File: src/rtl/serial_paralelo_rx.sv
// -----------------------------------------------------------------------------
// serial_paralelo_rx
//
// Receive-side serial-to-parallel converter and byte aligner. It consumes a
// 1-bit MSB-first serial stream clocked by clk_32f. It hunts for the idle comma
// byte and locks byte alignment after LOCK_COUNT consecutive boundary-aligned
// commas. Once locked, it presents each received byte for 8 clk_32f cycles.
//
// Parameters:
//   COMMA      idle / alignment byte (nonzero)
//   LOCK_COUNT consecutive aligned commas needed to declare sync (1..15)
//
// Ports:
//   clk_32f    serial bit clock, the only clock
//   reset      asynchronous active-low reset
//   data_in    serial bit, one per clk_32f cycle, MSB of each byte first
//   data_out   last byte received at a boundary while in sync
//   valid_out  data_out holds a non-comma byte (level, held 8 cycles)
//   active     byte alignment locked (sticky until reset)
// -----------------------------------------------------------------------------
module serial_paralelo_rx #(
   parameter logic [7:0]  COMMA      = 8'hBC,
   parameter int unsigned LOCK_COUNT = 4
) (
   input  logic       clk_32f,
   input  logic       reset,
   input  logic       data_in,
   output logic [7:0] data_out,
   output logic       valid_out,
   output logic       active
);

   typedef enum logic [1:0] {
      HUNT  = 2'd0,
      ALIGN = 2'd1,
      SYNC  = 2'd2
   } state_t;

   localparam logic [3:0] LOCK_N = 4'(LOCK_COUNT);

   state_t     state;
   logic [7:0] sr;
   logic [2:0] bit_cnt;
   logic [3:0] comma_cnt;

   // The 8 bits ending with the bit sampled at the current edge.
   logic [7:0] word;
   logic       is_comma;
   logic       boundary;

   assign word     = {sr[6:0], data_in};
   assign is_comma = (word == COMMA);
   assign boundary = (bit_cnt == 3'd7);

   // NOTE: every register here, state and outputs alike, is assigned with <=
   // so all reads in this block see pre-edge values; blocking assignments
   // would let a later statement observe an updated bit_cnt or comma_cnt.
   always_ff @(posedge clk_32f or negedge reset) begin
      if (!reset) begin
         // NOTE: everything, including the shift register, is cleared so a
         // reset mid-byte cannot leave stale bits that fake a comma later.
         state     <= HUNT;
         sr        <= 8'h00;
         bit_cnt   <= 3'd0;
         comma_cnt <= 4'd0;
         data_out  <= 8'h00;
         valid_out <= 1'b0;
         active    <= 1'b0;
      end else begin
         sr      <= word;
         bit_cnt <= bit_cnt + 3'd1;

         case (state)
            HUNT: begin
               // Bit alignment is unknown here, so look at every edge. A hit
               // restarts bit_cnt so the next boundary lands 8 edges later.
               if (is_comma) begin
                  bit_cnt   <= 3'd0;
                  comma_cnt <= 4'd1;
                  if (LOCK_N == 4'd1) begin
                     state  <= SYNC;
                     active <= 1'b1;
                  end else begin
                     state <= ALIGN;
                  end
               end else begin
                  comma_cnt <= 4'd0;
               end
            end

            ALIGN: begin
               // Confirm alignment only on boundaries; a false comma that
               // straddled two bytes fails at the first non-comma boundary.
               if (boundary) begin
                  if (is_comma) begin
                     comma_cnt <= comma_cnt + 4'd1;
                     if (comma_cnt + 4'd1 == LOCK_N) begin
                        state  <= SYNC;
                        active <= 1'b1;
                     end
                  end else begin
                     state     <= HUNT;
                     comma_cnt <= 4'd0;
                  end
               end
            end

            SYNC: begin
               // Sticky; outputs update once per byte and hold in between.
               if (boundary) begin
                  data_out  <= word;
                  valid_out <= !is_comma;
               end
            end

            default: state <= HUNT;
         endcase
      end
   end

endmodule

File: config.mk
export PLATFORM = sky130hd
export DESIGN_NAME = serial_paralelo_rx
export DESIGN_NICKNAME = d
export VERILOG_FILES = /design/src/rtl/serial_paralelo_rx.sv
export SDC_FILE = /design/constraint.sdc
export NUM_CORES = 1
export LEC_CHECK = 0
export ABC_AREA = 1
export BUFFER_PORTS_ARGS = -buffer_cell sky130_fd_sc_hd__buf_2
export CAP_MARGIN = 20
export CORE_UTILIZATION = 51
export CTS_CLUSTER_SIZE = 12
export DETAILED_ROUTE_END_ITERATION = 6
export PLACE_DENSITY = 0.75
export SLEW_MARGIN = 20
export SYNTH_ARGS = -nofsm -noshare
export SYNTH_HDL_FRONTEND = slang
export SYNTH_SLANG_ARGS = --single-unit
export TNS_END_PERCENT = 10
File: constraint.sdc
create_clock -name clk_32f -period 1.6 [get_ports clk_32f]
set_input_delay 0.08 -clock clk_32f [delete_from_list [all_inputs] [get_ports clk_32f]]
set_output_delay 0.08 -clock clk_32f [all_outputs]
set_load 0.01 [all_outputs]
---- Word level (Yosys, flattened, before mapping) ----
Cells that the tools add are included.
word-level totals
  input port bits ......................... 3
  output and inout port bits .............. 10
  logic and storage cells ................. 36
  flip-flop bits (word level) ............. 26
operators by class
  reduce and logical (&&, ||, !) cells .... 7
  multiplexer cells ....................... 11
  equality and inequality tests ........... 8
  add/subtract/negate cells ............... 2
  bitwise logic cells ..................... 1
operators by type and width
  cell                                                  count
  equality test 8 bit (second input constant)           1
  2-to-1 mux 2 bit                                      4
  2-to-1 mux 4 bit                                      2
  case mux 4 bit (2 select lines)                       1
  AND reduction 4 bit                                   2
  2-to-1 mux 3 bit                                      2
  case mux 2 bit (3 select lines)                       1
  adder 4 x 1 -> 4 bit (second input constant)          1
  equality test 4 x 3 -> 1 bit (second input constant)  1
  inequality test 2 bit (second input constant)         2
  AND reduction 2 bit                                   2
  adder 3 x 1 -> 3 bit (second input constant)          1
  equality test 3 bit (second input constant)           1
  inequality test 3 bit (second input constant)         1
  equality test 2 x 1 -> 1 bit (second input constant)  1
  equality test 2 bit (second input constant)           1
  logical NOT 2 bit                                     1
  nonzero test 2 bit                                    1
  logical NOT 1 bit                                     1
  2-to-1 mux 1 bit                                      1
  NOT 1 bit                                             1

---- Depth between registers and ports, before layout ----
  word-level depth ........................ 6
  gate-level depth with buffers ........... 10
  gate-level depth less buffers ........... 10

---- Worst setup path before layout ----
No wires, ideal clock.
  path kind ............................... flip-flop to flip-flop
  from .................................... register bit_cnt[0]
  to ...................................... register data_out[2]
  stages on the path, launching flop included .. 6
  period minus slack after synthesis ...... 1.437 ns
  data arrival time ....................... 1.312 ns
  slack ................................... 0.163 ns
  data required time ...................... 1.475 ns
  cell sequence ........................... dfrtp_1 > ha_1 > ha_1 > nand2_2 > buf_6 > mux2_4
between the ends
  cells in the longest elaborated chain, start to end .. 2
ends and longest elaborated chain
  item                           line  source
  start: declaration             43    logic [2:0] bit_cnt;
  start signal: assignment       71    bit_cnt <= bit_cnt + 3'd1;
  equality test 3 bit            53    assign boundary = (bit_cnt == 3'd7);
  AND reduction 2 bit (no line)  --
  end signal: assignment         111   data_out <= word;
  end: declaration               28    output logic [7:0] data_out,
Every way passes these cells.
A chain may end at the register's enable or synchronous reset.

---- Worst setup path after layout ----
  from .................................... register bit_cnt[0]
  to ...................................... register valid_out
between the ends
  cells in the longest elaborated chain, start to end .. 2
ends and longest elaborated chain
  item                           line  source
  equality test 3 bit            53
  AND reduction 2 bit (no line)  --
  end signal: assignment         112   valid_out <= !is_comma;
  end: declaration               29    output logic valid_out,
Every way passes these cells.

==> results.md <==
- Core footprint: 0.00198 mm²
- Final #Nets: 130
- RSZ-0062 raised after global routing: no
- Total GRT Usage: between 10% and 20%
- CTS Buffer Depth: 2
- Pleak: 0.678 nW
- DIE AREA: 0.00230 mm²
- Async SR Flop Fraction: 100%
- Gpl congestion: 0.689
- Layout cells sized above 1: a little over a fifth
- Synth top cells by count: nand2_1 (30), dfrtp_1 (26), inv_1 (15), o21ai_0 (6), nor2_1 (5)
- H-Tree Depth: 1
- Clock transition at path regs: 0.14 ns
- Vias in the first global route: 622
- Rel. slew slack: 63.3%
- Main combinational cell family by area after synthesis: simple AND/OR/NAND/NOR gates
- Yosys top cell area share: 60.5%
- Ranking of synthesized cells by area: dfrtp_1 (60%), nand2_1 (10%), mux2_4 (5.6%)
- Distinct cells, synth: 16
- Vias per std cell: 4.79
- Inserted Diodes: 0
- Pins Over Slew Limit: 0
- Synth Area in XOR/XNOR: 0%
- Worst Setup End Kind: flip-flop
- Initial antenna violation count: 0
- Startpoint Class: flip-flop
- Worst-path maximum fanout: 12
- Post-Synth Simple-Gate Area: 15.9%
- Clk Latency, worst-skew pair: 0.31 ns
- Die Width: about 48 µm
- Routed wire length: about 1700 µm
- Largest net degree at the start of global routing: 27
- Row cnt: 16
- Max Fclk: 656 MHz
- DR DRC count: 0
- Iteration count of the initial detailed-routing pass: 4
- Compound-Gate Fraction of Synth Area: 4.65%
- Routed Antenna Nets: 0
- Top-count cell post-synth: nand2_1
- Pwr Density: 951 mW/mm²
- Final setup fails: 0
- Via Count: 713
- Tot Pwr: ~1.2 mW
- Post-cts sizing count: 0
- Clock sink total: 26
- I/O Buffers: 12
- Worst hold path class: in2async
- Fin crit period: 1.52 ns
- Register area share after synthesis: 60.5%
- Area growth syn-to-layout: 15.1%
- Mapped Cells: 104
- Syn Nets: 111
- #FFs+latches synth: 26
- Mux cell area share after synthesis: under 10%
- Synth Warn #: 0
- First-pass GRT wire length: ~2600 µm
- Setup CP Type: reg2reg
- Initial Utilization: 54.3%
- Root Buffer Master: clkbuf_4
- Worst vdd ir: roughly 0.67 mV
- GRT Residual Overflow: 0
- Setup Skew: 0.00283 ns
- DR WL/cell: 11.3 µm
- Status: finished clean
- Avg Inst Size Synth: between 10 and 15 µm²
- Chip Height: ~48 µm
- I/O pin cnt: 13
- Num CTS Buffers: 3
- Setup TNS: 0 ns
- CTS tree: yes
- Area leader, netlist: dfrtp_1
- Crit path DAT: 1.74 ns
- Final hold vios: 0
- Number of enable flip-flop cells after synthesis: 0
- Mapped cell area: 0.00108 mm²
- Tcrit/Tclk final: 95.2%
- Post-synthesis adder-cell area fraction: 4.65%
- Max Cap Viol: 0
- First DRT Iteration DRCs: 13
- Least-Margin Pin Slew: 0.550 ns
- Req. time, crit path: roughly 1.8 ns
- Most common flop cell mapped by yosys: dfrtp_1
- Dpl hpwl: 1260 µm
## worst paths after layout
check / slack (ns) / cells past startpoint / start / end
min in group clk_32f: 0.39 / 0 / sr[5]$_DFF_PN0_ / sr[6]$_DFF_PN0_
setup reg to reg: 0.08 / 4 / bit_cnt[0]$_DFF_PN0_ / valid_out$_DFFE_PN0P_
setup / recovery: 0.08 / 4 / bit_cnt[0]$_DFF_PN0_ / valid_out$_DFFE_PN0P_
hold reg to reg: 0.39 / 0 / sr[5]$_DFF_PN0_ / sr[6]$_DFF_PN0_
max in group asynchronous: 0.97 / 2 / reset / comma_cnt[3]$_DFFE_PN0P_
hold / removal: 0.27 / 2 / reset / data_out[7]$_DFFE_PN0P_
## worst max-delay path: stages (launching register included)
cell     delay (ns)
dfrtp_1        0.41
ha_1           0.21
ha_1           0.20
nand2_2        0.24
mux2_2         0.37
## where the power goes
| part | switching, mW | internal [mW] | leakage, nW | total (mW) |
|---|---|---|---|---|
| Clock | 0.186 | 0.253 | 0.0279 | 0.439 |
| Combinational | 0.0287 | 0.0228 | 0.362 | 0.0515 |
| Sequential | 0.0117 | 0.676 | 0.288 | 0.688 |
| Total | 0.226 | 0.952 | 0.678 | 1.18 |
## cell usage in the layout (no fill, tap or decap)
master and instances:
clkbuf_4 3, o21ai_0 6, ha_1 4, nand2_1 30
mux2_2 2, nand4_1 2, mux2_4 4, nor2_2 1
bufinv_16 1, o22ai_1 2, nand3_1 3, nand2_2 1
buf_2 12, nor2_1 5, o21a_1 1, inv_1 15
dfrtp_1 26, inv_2 1, dlygate4sd3_1 2, buf_4 1
## per-stage QoR
stage	hold slack [ns]	utilization [%]	setup WS, ns	instances	area [µm²]
2_1_floorplan	-0.216	-	0.163	104	1080
3_3_place_gp	0.0908	58.8	0.142	143	1170
3_5_place_dp	0.104	58.8	0.0870	143	1170
4_1_cts	0.286	62.5	0.0667	149	1240
5_1_grt	0.324	62.5	0.0360	149	1240
6_report	0.270	62.5	0.0765	149	1240
## cell type report
type	count	area, µm²
Clock inverter	1	30.0
Multi-Input combinational cell	61	354
Tap cell	27	33.8
Timing Repair Buffer	15	87.6
Sequential cell	26	651
Inverter	16	60.1
Clock buffer	3	22.5
Fill cell	170	743
## cells by family after synthesis
| group | after synthesis |
|---|---|
| buffers and inverters | 17 |
| adders and majority gates | 4 |
| muxes | 6 |
| DFF | 26 |
| AOI/OAI and AO/OA | 9 |
| and+or+nand+nor | 42 |
## state kept, by name, summed over array words and instances, names as in the netlist
register / cells
data_out: 8
sr: 7
comma_cnt: 4
bit_cnt: 3
state: 2
active: 1
valid_out: 1
## timing repair
action                    CTS  global route
hold buffers                2             0
hold endpoints to repair   27             0
buffers inserted            0             0
## routing by layer
metal,vias up,wire length (µm),part of all wire (%),GRT usage [%]
met3,2,35,2.1,2.26
met1,340,751,45,23.0
met2,10,880,52,27.3
li1,361,-,-,-
met5,-,0,0,0
met4,0,12,0.71,5.00
Note: power is estimated with default switching activity, not from simulation.
